===== config.mk =====
export PLATFORM = sky130hd
export DESIGN_NAME = i2c_master_byte_ctrl_flat
export DESIGN_NICKNAME = d
export VERILOG_FILES = /design/src/rtl/i2c_master_byte_ctrl_if.sv /design/src/rtl/i2c_master_byte_ctrl.sv /design/src/flat_wrapper.sv
export SDC_FILE = /design/constraint.sdc
export NUM_CORES = 1
export LEC_CHECK = 0
export CAP_MARGIN = 20
export CORE_ASPECT_RATIO = 0.9
export CORE_MARGIN = 10
export CORE_UTILIZATION = 51
export CTS_BUF_LIST = sky130_fd_sc_hd__clkbuf_4 sky130_fd_sc_hd__clkbuf_8
export DETAILED_ROUTE_END_ITERATION = 6
export PLACE_DENSITY = 0.78
export SYNTH_ARGS = -nofsm -noshare
export SYNTH_HDL_FRONTEND = slang
export SYNTH_SLANG_ARGS = --single-unit
export TNS_END_PERCENT = 10

===== constraint.sdc =====
create_clock -name clk_i -period 2.7 [get_ports clk_i]
set_input_delay 0.54 -clock clk_i [delete_from_list [all_inputs] [get_ports clk_i]]
set_output_delay 0.54 -clock clk_i [all_outputs]
set_load 0.02 [all_outputs]

===== src/rtl/i2c_master_byte_ctrl_if.sv =====
`default_nettype none
// ============================================================================
// Module   : i2c_master_byte_ctrl_if
// Brief    : Request/response and PHY bit-command bundle for the byte sequencer
// Revision : 1.0 - initial release
// ============================================================================
interface i2c_master_byte_ctrl_if;
    logic       req_valid_i;
    logic       req_ready_o;
    logic       req_start_i;
    logic       req_stop_i;
    logic       req_read_i;
    logic       req_ack_i;
    logic [7:0] req_data_i;
    logic       rsp_valid_o;
    logic [7:0] rsp_data_o;
    logic       rsp_ack_o;
    logic       rsp_arb_lost_o;
    logic       rsp_timeout_o;
    logic       busy_o;
    logic [2:0] phy_cmd_o;
    logic       phy_data_o;
    logic       phy_data_i;
    logic       phy_cmd_done_i;
    logic       phy_arb_lost_i;
    logic       phy_bus_busy_i;

    // Sequencer side
    modport slave (
        input  req_valid_i, req_start_i, req_stop_i, req_read_i, req_ack_i, req_data_i,
               phy_data_i, phy_cmd_done_i, phy_arb_lost_i, phy_bus_busy_i,
        output req_ready_o, rsp_valid_o, rsp_data_o, rsp_ack_o, rsp_arb_lost_o,
               rsp_timeout_o, busy_o, phy_cmd_o, phy_data_o
    );

    // Front end plus PHY side
    modport master (
        output req_valid_i, req_start_i, req_stop_i, req_read_i, req_ack_i, req_data_i,
               phy_data_i, phy_cmd_done_i, phy_arb_lost_i, phy_bus_busy_i,
        input  req_ready_o, rsp_valid_o, rsp_data_o, rsp_ack_o, rsp_arb_lost_o,
               rsp_timeout_o, busy_o, phy_cmd_o, phy_data_o
    );
endinterface
`default_nettype wire


===== src/rtl/i2c_master_byte_ctrl.sv =====
`default_nettype none
// ============================================================================
// Module   : i2c_master_byte_ctrl
// Brief    : Sequences START / 8 data bits / ACK / STOP bit commands to the PHY
// Revision : 1.0 - initial release
// ============================================================================
module i2c_master_byte_ctrl #(
    parameter int TIMEOUT_CYCLES = 65535
) (
    input  wire logic             clk_i,
    input  wire logic             rst_i,
    i2c_master_byte_ctrl_if.slave bus
);
    localparam logic [2:0] C_CMD_NOP   = 3'd0;
    localparam logic [2:0] C_CMD_START = 3'd1;
    localparam logic [2:0] C_CMD_STOP  = 3'd2;
    localparam logic [2:0] C_CMD_WRITE = 3'd3;
    localparam logic [2:0] C_CMD_READ  = 3'd4;

    localparam int                  C_WDOG_W     = (TIMEOUT_CYCLES > 1) ? $clog2(TIMEOUT_CYCLES + 1) : 1;
    localparam logic [C_WDOG_W-1:0] C_WDOG_LIMIT = C_WDOG_W'(TIMEOUT_CYCLES);

    typedef enum logic [2:0] {
        S_IDLE     = 3'd0,
        S_WAIT_BUS = 3'd1,
        S_START    = 3'd2,
        S_BIT      = 3'd3,
        S_ACK      = 3'd4,
        S_STOP     = 3'd5,
        S_RESP     = 3'd6
    } state_t;

    state_t              r_state;
    state_t              w_state_nxt;
    logic [2:0]          r_cmd;
    logic [2:0]          w_cmd_nxt;
    logic                r_data;
    logic                w_data_nxt;
    logic [7:0]          r_shift;
    logic [7:0]          w_shift_nxt;
    logic [2:0]          r_bit_cnt;
    logic                r_own_bus;
    logic [C_WDOG_W-1:0] r_wdog;
    logic [C_WDOG_W-1:0] w_wdog_inc;
    logic                r_stop;
    logic                r_read;
    logic                r_ack_req;
    logic [7:0]          r_rsp_data;
    logic                r_rsp_ack;
    logic                r_rsp_arb;
    logic                r_rsp_timeout;

    logic w_accept;
    logic w_issued;
    logic w_done;
    logic w_arb;
    logic w_timeout;
    logic w_abort;
    logic w_read;

    assign w_accept   = (r_state == S_IDLE) && bus.req_valid_i;
    // A command counts as issued only once it is visible on phy_cmd_o
    assign w_issued   = (r_state inside {S_START, S_BIT, S_ACK, S_STOP}) && (r_cmd != C_CMD_NOP);
    assign w_arb      = bus.phy_arb_lost_i && (r_state != S_IDLE) && (r_state != S_RESP);
    assign w_done     = w_issued && bus.phy_cmd_done_i && !w_arb;
    assign w_wdog_inc = r_wdog + C_WDOG_W'(1);
    assign w_timeout  = (TIMEOUT_CYCLES != 0) && w_issued && !w_done && !w_arb
                        && (w_wdog_inc == C_WDOG_LIMIT);
    assign w_abort    = w_arb || w_timeout;
    assign w_read     = (r_state == S_IDLE) ? bus.req_read_i : r_read;

    always_ff @(posedge clk_i or posedge rst_i) begin
        if (rst_i) begin
            r_state <= S_IDLE;
        end else begin
            r_state <= w_state_nxt;
        end
    end

    always_comb begin
        w_state_nxt = r_state;
        case (r_state)
            S_IDLE:     if (bus.req_valid_i) w_state_nxt = bus.req_start_i ? S_WAIT_BUS : S_BIT;
            S_WAIT_BUS: if (!(bus.phy_bus_busy_i && !r_own_bus)) w_state_nxt = S_START;
            S_START:    if (w_done) w_state_nxt = S_BIT;
            S_BIT:      if (w_done && (r_bit_cnt == 3'd7)) w_state_nxt = S_ACK;
            S_ACK:      if (w_done) w_state_nxt = r_stop ? S_STOP : S_RESP;
            S_STOP:     if (w_done) w_state_nxt = S_RESP;
            S_RESP:     w_state_nxt = S_IDLE;
            default:    w_state_nxt = S_IDLE;
        endcase
        if (w_abort) begin
            w_state_nxt = S_RESP;
        end

        w_shift_nxt = r_shift;
        if (w_accept) begin
            w_shift_nxt = bus.req_data_i;
        end else if (w_done && (r_state == S_BIT)) begin
            w_shift_nxt = {r_shift[6:0], r_read ? bus.phy_data_i : 1'b0};
        end

        // A done (or abort) cycle always yields one NOP before the next command
        w_cmd_nxt  = C_CMD_NOP;
        w_data_nxt = 1'b1;
        if (!w_done && !w_abort) begin
            case (w_state_nxt)
                S_START: w_cmd_nxt = C_CMD_START;
                S_BIT: begin
                    if (w_read) begin
                        w_cmd_nxt = C_CMD_READ;
                    end else begin
                        w_cmd_nxt  = C_CMD_WRITE;
                        w_data_nxt = w_shift_nxt[7];
                    end
                end
                S_ACK: begin
                    if (w_read) begin
                        w_cmd_nxt  = C_CMD_WRITE;
                        w_data_nxt = r_ack_req;
                    end else begin
                        w_cmd_nxt = C_CMD_READ;
                    end
                end
                S_STOP:  w_cmd_nxt = C_CMD_STOP;
                default: w_cmd_nxt = C_CMD_NOP;
            endcase
        end
    end

    always_ff @(posedge clk_i or posedge rst_i) begin
        if (rst_i) begin
            r_cmd         <= C_CMD_NOP;
            r_data        <= 1'b1;
            r_shift       <= 8'h00;
            r_bit_cnt     <= 3'd0;
            r_own_bus     <= 1'b0;
            r_wdog        <= '0;
            r_stop        <= 1'b0;
            r_read        <= 1'b0;
            r_ack_req     <= 1'b0;
            r_rsp_data    <= 8'h00;
            r_rsp_ack     <= 1'b0;
            r_rsp_arb     <= 1'b0;
            r_rsp_timeout <= 1'b0;
        end else begin
            r_cmd   <= w_cmd_nxt;
            r_data  <= w_data_nxt;
            r_shift <= w_shift_nxt;

            if (w_accept) begin
                r_stop        <= bus.req_stop_i;
                r_read        <= bus.req_read_i;
                r_ack_req     <= bus.req_ack_i;
                r_bit_cnt     <= 3'd0;
                r_rsp_ack     <= 1'b0;
                r_rsp_arb     <= 1'b0;
                r_rsp_timeout <= 1'b0;
            end

            if (w_done && (r_state == S_BIT)) begin
                r_bit_cnt <= r_bit_cnt + 3'd1;
            end
            if (w_done && (r_state == S_ACK)) begin
                r_rsp_ack <= r_read ? r_ack_req : bus.phy_data_i;
            end
            if (w_arb) begin
                r_rsp_arb <= 1'b1;
            end
            if (w_timeout) begin
                r_rsp_timeout <= 1'b1;
            end

            if (w_abort) begin
                r_own_bus <= 1'b0;
            end else if (w_done && (r_state == S_START)) begin
                r_own_bus <= 1'b1;
            end else if (w_done && (r_state == S_STOP)) begin
                r_own_bus <= 1'b0;
            end

            if (!w_issued || w_done || (w_state_nxt != r_state)) begin
                r_wdog <= '0;
            end else begin
                r_wdog <= w_wdog_inc;
            end

            if ((w_state_nxt == S_RESP) && (r_state != S_RESP) && r_read) begin
                r_rsp_data <= w_shift_nxt;
            end
        end
    end

    assign bus.req_ready_o    = (r_state == S_IDLE);
    assign bus.busy_o         = (r_state != S_IDLE);
    assign bus.rsp_valid_o    = (r_state == S_RESP);
    assign bus.rsp_data_o     = r_rsp_data;
    assign bus.rsp_ack_o      = r_rsp_ack;
    assign bus.rsp_arb_lost_o = r_rsp_arb;
    assign bus.rsp_timeout_o  = r_rsp_timeout;
    assign bus.phy_cmd_o      = r_cmd;
    assign bus.phy_data_o     = r_data;

endmodule
`default_nettype wire

===== src/flat_wrapper.sv =====
// flat-port wrapper written by rule: the top's interface ports become plain ports
module i2c_master_byte_ctrl_flat 
#(
    parameter int TIMEOUT_CYCLES = 65535
)
  (clk_i, rst_i, bus_req_valid_i, bus_req_start_i, bus_req_stop_i, bus_req_read_i, bus_req_ack_i, bus_req_data_i, bus_phy_data_i, bus_phy_cmd_done_i, bus_phy_arb_lost_i, bus_phy_bus_busy_i, bus_req_ready_o, bus_rsp_valid_o, bus_rsp_data_o, bus_rsp_ack_o, bus_rsp_arb_lost_o, bus_rsp_timeout_o, bus_busy_o, bus_phy_cmd_o, bus_phy_data_o);
  i2c_master_byte_ctrl_if bus_i ();
  input  wire logic clk_i;
  input  wire logic rst_i;
  input wire logic [$bits(bus_i.req_valid_i)-1:0] bus_req_valid_i;
  input wire logic [$bits(bus_i.req_start_i)-1:0] bus_req_start_i;
  input wire logic [$bits(bus_i.req_stop_i)-1:0] bus_req_stop_i;
  input wire logic [$bits(bus_i.req_read_i)-1:0] bus_req_read_i;
  input wire logic [$bits(bus_i.req_ack_i)-1:0] bus_req_ack_i;
  input wire logic [$bits(bus_i.req_data_i)-1:0] bus_req_data_i;
  input wire logic [$bits(bus_i.phy_data_i)-1:0] bus_phy_data_i;
  input wire logic [$bits(bus_i.phy_cmd_done_i)-1:0] bus_phy_cmd_done_i;
  input wire logic [$bits(bus_i.phy_arb_lost_i)-1:0] bus_phy_arb_lost_i;
  input wire logic [$bits(bus_i.phy_bus_busy_i)-1:0] bus_phy_bus_busy_i;
  output wire logic [$bits(bus_i.req_ready_o)-1:0] bus_req_ready_o;
  output wire logic [$bits(bus_i.rsp_valid_o)-1:0] bus_rsp_valid_o;
  output wire logic [$bits(bus_i.rsp_data_o)-1:0] bus_rsp_data_o;
  output wire logic [$bits(bus_i.rsp_ack_o)-1:0] bus_rsp_ack_o;
  output wire logic [$bits(bus_i.rsp_arb_lost_o)-1:0] bus_rsp_arb_lost_o;
  output wire logic [$bits(bus_i.rsp_timeout_o)-1:0] bus_rsp_timeout_o;
  output wire logic [$bits(bus_i.busy_o)-1:0] bus_busy_o;
  output wire logic [$bits(bus_i.phy_cmd_o)-1:0] bus_phy_cmd_o;
  output wire logic [$bits(bus_i.phy_data_o)-1:0] bus_phy_data_o;
  assign bus_i.req_valid_i = bus_req_valid_i;
  assign bus_i.req_start_i = bus_req_start_i;
  assign bus_i.req_stop_i = bus_req_stop_i;
  assign bus_i.req_read_i = bus_req_read_i;
  assign bus_i.req_ack_i = bus_req_ack_i;
  assign bus_i.req_data_i = bus_req_data_i;
  assign bus_i.phy_data_i = bus_phy_data_i;
  assign bus_i.phy_cmd_done_i = bus_phy_cmd_done_i;
  assign bus_i.phy_arb_lost_i = bus_phy_arb_lost_i;
  assign bus_i.phy_bus_busy_i = bus_phy_bus_busy_i;
  assign bus_req_ready_o = bus_i.req_ready_o;
  assign bus_rsp_valid_o = bus_i.rsp_valid_o;
  assign bus_rsp_data_o = bus_i.rsp_data_o;
  assign bus_rsp_ack_o = bus_i.rsp_ack_o;
  assign bus_rsp_arb_lost_o = bus_i.rsp_arb_lost_o;
  assign bus_rsp_timeout_o = bus_i.rsp_timeout_o;
  assign bus_busy_o = bus_i.busy_o;
  assign bus_phy_cmd_o = bus_i.phy_cmd_o;
  assign bus_phy_data_o = bus_i.phy_data_o;
  i2c_master_byte_ctrl #(.TIMEOUT_CYCLES(TIMEOUT_CYCLES)) u_core (.clk_i(clk_i), .rst_i(rst_i), .bus(bus_i));
endmodule

# Yosys cells after proc, flatten, opt, wreduce, memory -nomap -nowiden
# Cells that the tools add are included.
[word_totals] regBits=49 latch_bits=0 ram_bits=0 romBits=0 output_inout_bits=18 word_cells=99 memories=0
[op_classes] addsub=2 n_mul=0 div=0 magnitude_cmp=0 n_eq_ne=15 n_shift=0 n_mux=33 n_bitwise=0 n_reduce_logical=35
[ops] op="3-bit two-way mux" count=12
[ops] op="3-bit equality test, second input constant" count=7
[ops] op="1-bit logical AND" count=18
[ops] op="3-bit one-hot mux with 6 select lines" count=1
[ops] op="16-bit by 1-bit adder with 16-bit output, second input constant" count=1
[ops] op="16-bit equality test, second input constant" count=1
[ops] op="16-bit two-way mux" count=1
[ops] op="8-bit two-way mux" count=2
[ops] op="1-bit two-way mux" count=13
[ops] op="3-bit by 2-bit equality test with 1-bit output, second input constant" count=4
[ops] op="3-bit one-hot mux with 4 select lines" count=1
[ops] op="3-bit nonzero test" count=3
[ops] op="2-bit nonzero test" count=4
[ops] op="1-bit zero test" count=5
[ops] op="2-bit two-way mux" count=2
[ops] op="4-bit nonzero test" count=1
[ops] op="3-bit by 1-bit adder with 3-bit output, second input constant" count=1
[ops] op="3-bit by 1-bit equality test with 1-bit output, second input constant" count=1
[ops] op="3-bit zero test" count=1
[ops] op="1-bit logical OR" count=3
[ops] op="3-bit != test" count=1
[ops] op="3-bit != test, second input constant" count=1
[ops] op="1-bit one-hot mux with 2 select lines" count=1

# Depth between registers and ports, before layout
[logic_depth] ltp_word=14 mapped_depth=9 mapped_depth_nobuf=8

# Worst setup path before layout
# No wires, ideal clock.
[synth_path] kind="flip-flop to flip-flop" startpoint="reg u_core.r_state[2]" endpoint="reg u_core.r_data, in the netlist u_core.bus.phy_data_o" t_arrival_ns=2.431 slack_ns=0.192 stages_incl_launch_ff=7 path_buffers=1 path_cell_list="dfrtp_1 > clkbuf_1 > nor3_1 > mux2i_1 > nand2_1 > or4_1 > a21o_1"
[synth_rtl] item="start, declared" line="i2c_master_byte_ctrl.sv:33" text="state_t r_state;"
[synth_rtl] item="start signal, assigned" line="i2c_master_byte_ctrl.sv:76" text="r_state <= w_state_nxt;"
[synth_rtl] item="3-bit zero test (*)"
[synth_rtl] item="named net bus_req_ready_o" line="flat_wrapper.sv:20" text="output wire logic [$bits(bus_i.req_ready_o)-1:0] bus_req_ready_o;"
[synth_rtl] item="3-bit one-hot mux with 6 select lines or 1-bit logical AND (tied branches)" line="i2c_master_byte_ctrl.sv:82, i2c_master_byte_ctrl.sv:61"
[synth_rtl] item="3-bit two-way mux or 8-bit two-way mux (tied branches)" line="i2c_master_byte_ctrl.sv:92, i2c_master_byte_ctrl.sv:97"
[synth_rtl] item="3-bit equality test, or another cell as far along" line="i2c_master_byte_ctrl.sv:107" text="case (w_state_nxt)"
[synth_rtl] item="1-bit one-hot mux with 2 select lines (*)" line="i2c_master_byte_ctrl.sv:107"
[synth_rtl] item="1-bit two-way mux (*)" line="i2c_master_byte_ctrl.sv:106" text="if (!w_done && !w_abort) begin"
[synth_rtl] item="named net u_core.w_data_nxt" line="i2c_master_byte_ctrl.sv:38" text="logic w_data_nxt;"
[synth_rtl] item="end signal, assigned" line="i2c_master_byte_ctrl.sv:148" text="r_data <= w_data_nxt;"
[synth_rtl] item="end, declared" line="i2c_master_byte_ctrl.sv:37" text="logic r_data;"
# The timed path passes the listed nets; every way through them passes the cells marked *.
# A chain may end at the register's enable or synchronous reset.

# Worst setup path after layout
[layout_path] startpoint="reg u_core.r_wdog[0]" endpoint="reg u_core.r_data, in the netlist u_core.bus.phy_data_o"
[layout_between] elab_chain_cells=8
[layout_rtl] item="start, declared" line="i2c_master_byte_ctrl.sv:43" text="logic [C_WDOG_W-1:0] r_wdog;"
[layout_rtl] item="start signal, assigned" line="i2c_master_byte_ctrl.sv:185" text="r_wdog <= w_wdog_inc;"
[layout_rtl] item="16-bit by 1-bit adder with 16-bit output (*)" line="i2c_master_byte_ctrl.sv:66" text="assign w_wdog_inc = r_wdog + C_WDOG_W'(1);"
[layout_rtl] item="16-bit equality test (*)" line="i2c_master_byte_ctrl.sv:68" text="&& (w_wdog_inc == C_WDOG_LIMIT);"
[layout_rtl] item="1-bit logical AND (*)" line="i2c_master_byte_ctrl.sv:68"
[layout_rtl] item="1-bit logical OR (*)" line="i2c_master_byte_ctrl.sv:69" text="assign w_abort = w_arb || w_timeout;"
[layout_rtl] item="3-bit two-way mux" line="i2c_master_byte_ctrl.sv:92" text="if (w_abort) begin"
[layout_rtl] item="3-bit equality test or 3-bit by 2-bit equality test with 1-bit output (tied branches)" line="i2c_master_byte_ctrl.sv:107"
[layout_rtl] item="1-bit one-hot mux with 2 select lines" line="i2c_master_byte_ctrl.sv:107"
[layout_rtl] item="1-bit two-way mux (*)" line="i2c_master_byte_ctrl.sv:106"
[layout_rtl] item="named net u_core.w_data_nxt" line="i2c_master_byte_ctrl.sv:38"
# Marked as above.

==> flow_metrics.py <==
metrics = {
    "global_routing": {
        "overflow": 0,
        "grt_pass1_wl_um": 10940,
        "grt_start_max_net_pins": 30,
        "grtUsageTotal_pct": 15.23,
        "grt_antenna_before_repair": 0,
        "grt_pass1_vias": 2260,
    },
    "drt": {
        "drtIter0Drc": 162,
        "drt_pass1_iterations": 4,
        "viasPerCell": 5.749,
        "wirelength_um": 6729,
        "wl_per_cell_um": 16.57,
        "ant_nets": 0,
        "post-route-drc-count": 0,
        "vias": 2334,
    },
    "sta": {
        "fin_skew_ns": 0.007184,
        "slew_viol_final": 0,
        "min_period_ns": 2.602,
        "timing.slew.headroom_pct": 60.04,
        "period_share_pct": 96.36,
        "hold_viol": 0,
        "setup_viol": 0,
        "fmax_ghz": 0.3844,
        "rsz0062_at_grt": "no",
        "worst_pin_slew_ns": 0.5986,
    },
    "finish": {
        "final_nets": 361,
        "design_area_um2": 3397,
        "final_cell_mix": "dfrtp_1, nor2_1, clkdlybuf4s50_1",
        "synthToLayoutAreaGrowth_pct": 24.54,
        "final_common_cell": "dfrtp_1",
        "drive_above_1_share_pct": 17.99,
        "antenna_cells": 0,
        "fillerInstances": 406,
        "final_util_pct": 65.03,
    },
    "setup_path": {
        "reg2regPathDepth": 9,
        "rr_endpoint": "u_core.bus.phy_data_o",
        "cp-start-kind": "flop",
        "cp_max_fo": 8,
        "r2r_setup_slack_ns": 0.1,
        "cp-end-kind": "flop",
        "reg2reg_from": "u_core.r_wdog[0]",
        "max_stage_delay_ns": 0.52,
        "worst_ep_required_time_ns": 2.95,
        "critical_path_class": "flop to flop",
        "arrival_ns": 2.85,
        "critPathSlowestCell": "or4_1",
        "cp_cell_sequence": "ha_2 -> nand2_1 -> and3_1 -> o31ai_4 -> a2111oi_4 -> or2_1 -> buf_4 -> or4_1 -> a21o_1",
    },
    "run": {
        "cap_violations": 0,
    },
    "logic_synthesis": {
        "synthesis.area_um2": 2728,
        "seq_area_frac_synth_pct": 45.00,
        "syn_nets": 307,
        "postSynth.asyncResetShare_pct": 100.0,
        "syn_avg_cell_area_um2": 9.604,
        "ys.flop_type": "dfrtp_1",
        "ys_types": 54,
        "synth-seq-cells": 49,
        "synth_edf_count": 0,
        "synthCells": 284,
        "ys_warn_count": 0,
    },
    "power": {
        "p_leak_nw": 1.484,
        "irDropWorstVdd_mv": 0.4751,
        "power_density_nw_per_um2": 959.3,
    },
    "floorplanning": {
        "start_util_pct": 52.22,
        "dieArea_um2": 8677,
        "die_h_um": 89.38,
        "fp-row-count": 25,
        "core_um2": 5224,
        "boundaryPins": 37,
        "die_w_um": 97.09,
    },
    "clock_tree": {
        "cts_buffers": 5,
        "clockBufferDepth": 2,
        "clock_sinks": 49,
        "cts_tree": "yes",
        "clock_latency_ns": 0.32,
        "cts_setup_buffers": 0,
        "root_buffer": "clkbuf_8",
        "clkTransAtPathRegs_ns": 0.10,
        "cts_max_level": 2,
    },
    "hold_path": {
        "min_path_cells": 2,
        "hold_class": "flop to flop",
        "holdPathEnd": "u_core.r_bit_cnt[2]",
        "min_from": "u_core.r_bit_cnt[2]",
    },
    "place": {
        "placed_cell_area_um2": 3288,
        "hpwlAfterDp_um": 5156,
        "io_buffers": 36,
        "gp_congestion": 0.9159,
    },
    "run_status": {
        "status": "finished, final reports clean",
    },
}
==> what timing repair did <==
action                                 4_1_cts  5_1_grt
setup endpoints to repair                    1        3
resized for setup                            1        3
pin swaps                                    0        0
endpoints found under the hold margin        0        0
hold buffers                                 0        0
==> cells in the mapped netlist (all sizes together), types with 2 or more instances <==
master | count | area share [%]
dfrtp | 48 | 44
nor2 | 39 | 5.4
nand2 | 30 | 4.1
nand3 | 17 | 3.1
inv | 12 | 1.7
a21oi | 11 | 2.0
mux2 | 11 | 5.6
a31oi | 10 | 2.3
nor3 | 9 | 1.7
xnor2 | 9 | 2.9
buf | 8 | 1.9
clkbuf | 7 | 0.96
nand4 | 6 | 1.9
nor2b | 6 | 1.4
xor2 | 6 | 1.9
and3 | 5 | 1.3
ha | 4 | 1.8
nand2b | 4 | 0.92
o21ai | 4 | 0.73
a211oi | 3 | 0.83
a21o | 3 | 0.83
nor4 | 3 | 1.2
o211ai | 3 | 1.3
and2 | 2 | 0.55
mux2i | 2 | 0.73
nor3b | 2 | 0.55
o21a | 2 | 0.60
==> power breakdown <==
group	internal [W]	switching (W)	total, W
sequential	0.000956	0.000193	0.00115
combinational	0.000783	0.000846	0.00163
clock	0.000194	0.000286	0.000480
==> through the flow <==
| stage | hold slack, ns | setup TNS (ns) | instances | power, W | setup slack (ns) |
|---|---|---|---|---|---|
| after global placement | 0.4848 | -0.6524 | 398 | 0.002714 | -0.07399 |
| after global routing | 0.5500 | 0 | 406 | 0.003448 | 0.01038 |
| final | 0.5207 | 0 | 406 | 0.003259 | 0.09830 |
| after floorplan | 0.4674 | 0 | 284 | 0.002128 | 0.1922 |
| after detailed placement | 0.4905 | -1.849 | 398 | 0.002760 | -0.1050 |
| after CTS | 0.5100 | 0 | 406 | 0.003249 | 0.01966 |
==> cell families (layout without fill, tap and decap cells) <==
family	count (synthesis)	count (layout)	share of synthesized area (%)
AOI/OAI and AO/OA	48	48	13.76
xor gates and xnor gates	15	15	4.817
adders and majority gates	4	4	1.835
buffers and inverters	27	82	4.541
DFF	49	49	45.00
muxes	13	13	6.376
and+or+nand+nor	128	128	23.67
==> final cells by class <==
| cell class | count | area (µm²) | share of cell area, % |
|---|---|---|---|
| tap | 67 | 83.83 | 2.468 |
| sequential | 49 | 1229 | 36.17 |
| clock buffer | 5 | 68.82 | 2.026 |
| inverter | 12 | 45.04 | 1.326 |
| multi-input combinational | 208 | 1386 | 40.81 |
| clock inverter | 3 | 28.78 | 0.8471 |
| timing repair buffer | 62 | 555.5 | 16.35 |
==> critical path: cells and delay by family, from the launching register on <==
family | cells | cell delay, ns
flops | 1 | 0.37
simple gates | 4 | 1.13
compound gates | 3 | 0.62
fa+ha+maj | 1 | 0.25
buf+inv | 1 | 0.18
==> sequential cells by signal, indices dropped and copies added, names as in the netlist <==
| name | flops |
|---|---|
| u_core.bus.phy_cmd_o | 3 |
| u_core.bus.phy_data_o | 1 |
| u_core.bus.rsp_ack_o | 1 |
| u_core.bus.rsp_arb_lost_o | 1 |
| u_core.bus.rsp_data_o | 8 |
| u_core.bus.rsp_timeout_o | 1 |
| u_core.r_ack_req | 1 |
| u_core.r_bit_cnt | 3 |
| u_core.r_own_bus | 1 |
| u_core.r_read | 1 |
| u_core.r_shift | 8 |
| u_core.r_state | 3 |
| u_core.r_stop | 1 |
| u_core.r_wdog | 16 |
==> worst max-delay path by stage <==
stage,startpoint,endpoint,slack [ns],cells after the start
after global routing,u_core.r_wdog[0],u_core.bus.phy_data_o,0.01,9
after detailed placement,bus_phy_arb_lost_i,u_core.bus.rsp_data_o[6],-0.10,8
final,u_core.r_wdog[0],u_core.bus.phy_data_o,0.1,9
after floorplan,u_core.r_state[2],u_core.bus.phy_data_o,0.19,6
after global placement,bus_phy_arb_lost_i,u_core.bus.rsp_data_o[3],-0.07,8
after CTS,u_core.r_wdog[0],u_core.bus.phy_data_o,0.02,9
==> per-layer routing <==
| layer | wire length [µm] | global-route usage [%] | vias up | share of wire (%) |
|---|---|---|---|---|
| met4 | 143 | 6.560 | 0 | 2.1 |
| met1 | 3129 | 19.86 | 1142 | 47 |
| met2 | 3131 | 24.70 | 78 | 47 |
| met5 | 0 | 0 | - | 0 |
| met3 | 325 | 2.396 | 13 | 4.8 |
| li1 | - | - | 1101 | - |
Note: power is estimated with default switching activity, not from simulation.
